File: src/rtl/lcd_pkg.sv
// Shared constants, lock FSM encoding and geometry record for the RGB565 LCD receiver.
package lcd_pkg;

  localparam int H_ACTIVE_DEF = 480;
  localparam int V_ACTIVE_DEF = 272;

  localparam int R_W   = 5;
  localparam int G_W   = 6;
  localparam int B_W   = 5;
  localparam int RGB_W = R_W + G_W + B_W;

  typedef enum logic [1:0] {
    SEARCH  = 2'd0,
    MEASURE = 2'd1,
    LOCKED  = 2'd2
  } lock_state_e;

  typedef struct packed {
    logic [9:0]  h_active;
    logic [9:0]  v_active;
    logic [10:0] h_total;
    logic [9:0]  v_total;
  } geom_t;

  function automatic logic [9:0] sat_inc10(input logic [9:0] v);
    return (v == 10'h3FF) ? v : v + 10'd1;
  endfunction

  function automatic logic [10:0] sat_inc11(input logic [10:0] v);
    return (v == 11'h7FF) ? v : v + 11'd1;
  endfunction

endpackage

File: src/rtl/lcd_sync_edge.sv
// Two register stages on DE/HSYNC/VSYNC with edge flags taken between stage 1 and stage 2.
// Sync inputs are normalised to active-high at stage 1; no backpressure, one sample per clock.
module lcd_sync_edge #(
  parameter logic SYNC_ACT = 1'b0
) (
  input  logic clk_i,
  input  logic rst_ni,
  input  logic de_i,
  input  logic hsync_i,
  input  logic vsync_i,
  output logic de_s1_o,
  output logic de_s2_o,
  output logic de_rise_o,
  output logic de_fall_o,
  output logic hs_edge_o,
  output logic vs_edge_o
);

  // bit 2 = vsync active, bit 1 = hsync active, bit 0 = DE
  logic [2:0] s1_q;
  logic [2:0] s2_q;

  always_ff @(posedge clk_i or negedge rst_ni) begin
    if (!rst_ni) begin
      s1_q <= '0;
      s2_q <= '0;
    end else begin
      s1_q <= {vsync_i == SYNC_ACT, hsync_i == SYNC_ACT, de_i};
      s2_q <= s1_q;
    end
  end

  assign de_s1_o   = s1_q[0];
  assign de_s2_o   = s2_q[0];
  assign de_rise_o = s1_q[0] & ~s2_q[0];
  assign de_fall_o = ~s1_q[0] & s2_q[0];
  assign hs_edge_o = s1_q[1] & ~s2_q[1];
  assign vs_edge_o = s1_q[2] & ~s2_q[2];

endmodule

File: src/rtl/lcd_rgb_rx.sv
// RGB565 LCD bus monitor: recovers pixels with x/y, measures line/frame geometry, locks on format.
// Pixel outputs lag the bus by 2 PixelClk; purely passive tap, no backpressure.
module lcd_rgb_rx #(
  parameter int   H_ACTIVE    = lcd_pkg::H_ACTIVE_DEF,
  parameter int   V_ACTIVE    = lcd_pkg::V_ACTIVE_DEF,
  parameter int   LOCK_FRAMES = 2,
  parameter logic SYNC_ACT    = 1'b0
) (
  input  logic        PixelClk,
  input  logic        nRST,
  input  logic        LCD_DE,
  input  logic        LCD_HSYNC,
  input  logic        LCD_VSYNC,
  input  logic [4:0]  LCD_R,
  input  logic [5:0]  LCD_G,
  input  logic [4:0]  LCD_B,
  output logic        pix_valid,
  output logic [15:0] pix_rgb,
  output logic [8:0]  pix_x,
  output logic [8:0]  pix_y,
  output logic        sof,
  output logic        eol,
  output logic [9:0]  meas_h_active,
  output logic [10:0] meas_h_total,
  output logic [9:0]  meas_v_active,
  output logic [9:0]  meas_v_total,
  output logic        locked,
  output logic        fmt_err
);
  import lcd_pkg::*;

  localparam logic [9:0] H_EXP  = 10'(H_ACTIVE);
  localparam logic [9:0] V_EXP  = 10'(V_ACTIVE);
  localparam logic [2:0] LOCK_N = 3'(LOCK_FRAMES);

  logic de_s1, de_s2, de_rise, de_fall, hs_edge, vs_edge;

  lcd_sync_edge #(.SYNC_ACT(SYNC_ACT)) u_sync (
    .clk_i     (PixelClk),
    .rst_ni    (nRST),
    .de_i      (LCD_DE),
    .hsync_i   (LCD_HSYNC),
    .vsync_i   (LCD_VSYNC),
    .de_s1_o   (de_s1),
    .de_s2_o   (de_s2),
    .de_rise_o (de_rise),
    .de_fall_o (de_fall),
    .hs_edge_o (hs_edge),
    .vs_edge_o (vs_edge)
  );

  logic [RGB_W-1:0] rgb_s1_q, rgb_s2_q;
  logic [8:0]       x_q;
  logic [9:0]       h_cnt_q, v_cnt_q, hs_cnt_q;
  logic [10:0]      htot_cnt_q;
  logic [9:0]       meas_h_active_q, meas_v_active_q, meas_v_total_q;
  logic [10:0]      meas_h_total_q;

  lock_state_e state_q;
  logic [2:0]  match_cnt_q;
  geom_t       prev_q;
  logic        locked_q, fmt_err_q;

  geom_t       cur_geom;
  logic [9:0]  v_act_d, v_tot_d;
  logic        geom_ok, same_prev, line_bad;

  // A DE fall or HSYNC edge landing on the VSYNC edge belongs to the frame being closed.
  always_comb begin
    v_act_d           = de_fall ? sat_inc10(v_cnt_q) : v_cnt_q;
    v_tot_d           = hs_edge ? sat_inc10(hs_cnt_q) : hs_cnt_q;
    cur_geom.h_active = de_fall ? h_cnt_q : meas_h_active_q;
    cur_geom.h_total  = hs_edge ? sat_inc11(htot_cnt_q) : meas_h_total_q;
    cur_geom.v_active = v_act_d;
    cur_geom.v_total  = v_tot_d;
    geom_ok           = (cur_geom.h_active == H_EXP) && (cur_geom.v_active == V_EXP);
    same_prev         = (cur_geom == prev_q);
    line_bad          = de_fall && (h_cnt_q != H_EXP);
  end

  always_ff @(posedge PixelClk or negedge nRST) begin
    if (!nRST) begin
      rgb_s1_q        <= '0;
      rgb_s2_q        <= '0;
      x_q             <= '0;
      h_cnt_q         <= '0;
      v_cnt_q         <= '0;
      hs_cnt_q        <= '0;
      htot_cnt_q      <= '0;
      meas_h_active_q <= '0;
      meas_h_total_q  <= '0;
      meas_v_active_q <= '0;
      meas_v_total_q  <= '0;
    end else begin
      rgb_s1_q <= {LCD_R, LCD_G, LCD_B};
      rgb_s2_q <= rgb_s1_q;

      // x and h_cnt move with stage 2 so they line up with the pixel on pix_rgb.
      if (de_rise) begin
        x_q     <= '0;
        h_cnt_q <= 10'd1;
      end else if (de_s1) begin
        x_q     <= (x_q == 9'h1FF) ? x_q : x_q + 9'd1;
        h_cnt_q <= sat_inc10(h_cnt_q);
      end

      if (de_fall) begin
        meas_h_active_q <= h_cnt_q;
      end

      if (hs_edge) begin
        meas_h_total_q <= sat_inc11(htot_cnt_q);
        htot_cnt_q     <= '0;
      end else begin
        htot_cnt_q     <= sat_inc11(htot_cnt_q);
      end

      if (vs_edge) begin
        meas_v_active_q <= v_act_d;
        meas_v_total_q  <= v_tot_d;
        v_cnt_q         <= '0;
        hs_cnt_q        <= '0;
      end else begin
        v_cnt_q         <= v_act_d;
        hs_cnt_q        <= v_tot_d;
      end
    end
  end

  always_ff @(posedge PixelClk or negedge nRST) begin
    if (!nRST) begin
      state_q     <= SEARCH;
      match_cnt_q <= '0;
      prev_q      <= '0;
      locked_q    <= 1'b0;
      fmt_err_q   <= 1'b0;
    end else begin
      fmt_err_q <= 1'b0;
      if (vs_edge) begin
        prev_q <= cur_geom;
      end
      case (state_q)
        SEARCH: begin
          if (vs_edge) begin
            state_q     <= MEASURE;
            match_cnt_q <= '0;
          end
        end
        MEASURE: begin
          // The first frame of a run has nothing to agree with yet, only the target size.
          if (vs_edge) begin
            if (geom_ok && ((match_cnt_q == 3'd0) || same_prev)) begin
              if (match_cnt_q == LOCK_N - 3'd1) begin
                state_q     <= LOCKED;
                locked_q    <= 1'b1;
                match_cnt_q <= '0;
              end else begin
                match_cnt_q <= match_cnt_q + 3'd1;
              end
            end else begin
              match_cnt_q <= '0;
            end
          end
        end
        LOCKED: begin
          if (line_bad || (vs_edge && !(geom_ok && same_prev))) begin
            fmt_err_q <= 1'b1;
            locked_q  <= 1'b0;
            state_q   <= SEARCH;
          end
        end
        default: state_q <= SEARCH;
      endcase
    end
  end

  assign pix_valid     = de_s2;
  assign pix_rgb       = rgb_s2_q;
  assign pix_x         = x_q;
  assign pix_y         = v_cnt_q[9] ? 9'h1FF : v_cnt_q[8:0];
  assign sof           = de_s2 && (x_q == 9'd0) && (v_cnt_q == 10'd0);
  assign eol           = de_fall;
  assign meas_h_active = meas_h_active_q;
  assign meas_h_total  = meas_h_total_q;
  assign meas_v_active = meas_v_active_q;
  assign meas_v_total  = meas_v_total_q;
  assign locked        = locked_q;
  assign fmt_err       = fmt_err_q;

endmodule

File: config.mk
export PLATFORM = sky130hd
export DESIGN_NAME = lcd_rgb_rx
export DESIGN_NICKNAME = d
export VERILOG_FILES = /design/src/rtl/lcd_pkg.sv /design/src/rtl/lcd_sync_edge.sv /design/src/rtl/lcd_rgb_rx.sv
export SDC_FILE = /design/constraint.sdc
export NUM_CORES = 1
export LEC_CHECK = 0
export BUFFER_PORTS_ARGS = -buffer_cell sky130_fd_sc_hd__buf_4
export CORE_MARGIN = 5
export CORE_UTILIZATION = 50
export CTS_BUF_LIST = sky130_fd_sc_hd__clkbuf_8
export CTS_CLUSTER_SIZE = 14
export DETAILED_ROUTE_END_ITERATION = 7
export PLACE_DENSITY = 0.79
export SYNTH_ARGS = -nofsm -noshare
export SYNTH_HDL_FRONTEND = slang
export SYNTH_SLANG_ARGS = --single-unit
File: constraint.sdc
create_clock -name PixelClk -period 3.2 [get_ports PixelClk]
set_clock_uncertainty 0.1 [all_clocks]
set_input_delay 0.16 -clock PixelClk [delete_from_list [all_inputs] [get_ports PixelClk]]
set_output_delay 0.16 -clock PixelClk [all_outputs]
set_load 0.05 [all_outputs]
==> metrics.txt <==
post-route insts no fill 1378; Die H 140.3 um; drt drc 0; initial antenna violation count 0; Leak 5.288 nW; Synth Flop Type dfrtp_1; placed instance count 1314; Tcrit/Tclk final 100.6%; grt ovf 0; H-tree levels 4; die area 19670 sq um; cell area after synthesis 8483 sq um; final worst path period need 3.220 ns; outcome finished with violations; share of flip-flops with an asynchronous set or reset 100.0%; Synth top area share 46.31%; ANT nets after route 0; first-pass GRT wire length 39350 um; Sink Count 157; I/O Pins 101; Yosys warning total 0; final net count 1174; mean post-synth cell area 9.211 sq um; Post-Syn Nets 951; vias in the first global route 7552; fill cell total of the finished layout 1262; Die Wd 140.3 um; I/O Buffers 100; count leader, synth dfrtp_1; global-route total usage across every layer 24.86%; pin count of the biggest net entering global routing 75; first-pass detailed-route iteration total 5; Routed Wire Length 24860 um; failing checks setup timing; post-synthesis register bit count 157; number of clock buffers inserted by TritonCTS 17; CP Class reg -> reg; post-synth cell types 79; Setup Viol. Count Final 3; DR iter-0 viols 842; final hold slack 0.1971 ns; final RePlAce weighted congestion 0.9625; synthesized instance count 921; Area Growth Syn to Fin 33.02%; clock-pin slew on the worst setup and hold paths 0.10 ns; max frequency 310.5 MHz; DP HPWL 18040 um; most frequent cells after synthesis dfrtp_1 (157), nand2_1 (134), nor2_1 (73); Crit. End Element flip-flop; unrepaired setup endpoints after global routing true; clk buf depth 2; Worst Slack Setup Final -0.02015 ns; Worst EP arrival 3.52 ns; Routed WL per cell 18.04 um; Max Cap Violations 0; post-synthesis sequential area ratio 46.31%; clock root buffer clkbuf_8; top cells by area, synth dfrtp_1 (46%), nand2_1 (5.9%), o21ai_0 (3.5%), nor2_1 (3.2%), xor2_1 (2.8%); vias per inst 5.823; Setup crit start kind flip-flop; Tightest Hold Check Type in -> async; Peak VDD IR 0.0004007 V; Synth area leader dfrtp_1; clock latency on the worst-skew pair 0.47 ns; setup_tns -0.04852 ns; num rows 47; Final Hold Fails 0; Max-slew headroom 38.10%; share of layout cells above drive strength 1 32.15%; EDFF count, synth 0; Max FO, Critical Path 5; power density cells 468.6 nW/um^2; Initial Util 50.97%; vias 8024; core area 16640 sq um; CTS tree built; Final Max Slew Viols 0; Crit path required time 3.50 ns; Least-Margin Pin Slew 0.9286 ns
-- final timing paths --
check | to | depth (start not counted) | startpoint | slack [ns]
min in group PixelClk | rgb_s1_q[8] | 2 | LCD_G[3] | 0.23
max in group asynchronous | hs_cnt_q[8] | 3 | nRST | 1.96
hold reg to reg | pix_rgb[13] | 0 | rgb_s1_q[13] | 0.25
setup reg to reg | state_q[1] | 12 | v_cnt_q[0] | -0.02
setup / recovery | state_q[1] | 12 | v_cnt_q[0] | -0.02
hold / removal | pix_rgb[7] | 2 | nRST | 0.20
-- area by class of cell --
class                   instances  area, sq um  area share (%)
well taps                     220        275.3           2.439
clock buffers                  17        234.0           2.073
multi-input cells             662         4370           38.73
clock inverters                15        162.7           1.441
repair buffers                277         2198           19.48
inverters                      29        108.9          0.9646
flip-flops and latches        157         3933           34.85
diodes                          1        2.502         0.02218
-- layer usage --
| metal | track usage (%) | vias up | wire [um] |
|---|---|---|---|
| li1 | - | 3701 | - |
| met1 | 33.55 | 3890 | 10400 |
| met2 | 40.75 | 380 | 11970 |
| met3 | 5.112 | 53 | 2002 |
| met4 | 7.292 | 0 | 494 |
| met5 | 0 | - | 0 |
-- layout by cell type (no fill, tap or decap), drive strengths merged, types with 11 or more instances in the layout --
cell,instances
a21oi,22
a31oi,17
and3,15
buf,257
clkbuf,17
dfrtp,157
dlygate4sd3,20
inv,36
mux2i,17
nand2,134
nand2b,17
nand3,25
nand4,24
nor2,73
nor3,20
nor4,17
o21ai,60
o31ai,11
or2,13
xnor2,23
xor2,27
-- stage by stage --
stage	utilization [%]	instance area (sq um)	worst slack [ns]	total power, mW
6_report	67.81	11280	-0.02015	5.288
5_1_grt	67.79	11280	-0.1349	5.540
4_1_cts	65.87	10960	0.01180	5.196
3_5_place_dp	61.75	10280	-0.1212	3.656
3_3_place_gp	61.75	10280	-0.08521	3.633
2_1_floorplan	-	8488	0.008907	3.101
-- report_power, final --
| part | internal [mW] | switching, mW |
|---|---|---|
| sequential | 2.13 | 0.140 |
| combinational | 0.630 | 0.884 |
| clock | 0.706 | 0.803 |
-- critical path: stages (launching register included) --
cell	delay, ns
dfrtp_1	0.43
ha_4	0.18
nand4_1	0.16
buf_4	0.16
buf_6	0.11
nor2_4	0.04
a22o_1	0.20
nor4_2	0.31
nand2_1	0.10
or4b_4	0.53
or4_4	0.44
a211o_1	0.30
o21ai_1	0.08
-- sequential cells by signal, summed over array words and instances, names as in the netlist --
register / count
u_sync.s2_q: 3
u_sync.s1_q: 3
prev_q: 41
rgb_s1_q: 16
pix_x: 9
fmt_err: 1
locked: 1
hs_cnt_q: 10
meas_h_active: 10
state_q: 2
htot_cnt_q: 11
match_cnt_q: 3
pix_rgb: 16
h_cnt_q: 10
v_cnt_q: 10
meas_h_total: 11
-- logic make-up (layout without fill, tap and decap cells) --
logic type                 after synthesis  in the layout  synth area share [%]
muxes                                   19             19                 2.419
and+or+nand+nor                        408            408                 24.85
AOI/OAI and AO/OA                      176            176                 14.04
buffers and inverters                  102            338                 5.885
adders and majority gates                9              9                 1.327
DFF                                    157            157                 46.31
other                                    0              1                     0
xor gates and xnor gates                50             50                 5.162
-- repair_timing --
action                                  4_1_cts  5_1_grt
endpoints found under the setup margin        3        7
hold buffers                                 20        0
gates cloned                                  0        0
pin swaps                                     6       14
endpoints found under the hold margin        91        0
resized for setup                            14       56
setup buffers                                 4        7
(Power assumes the default switching activity.)
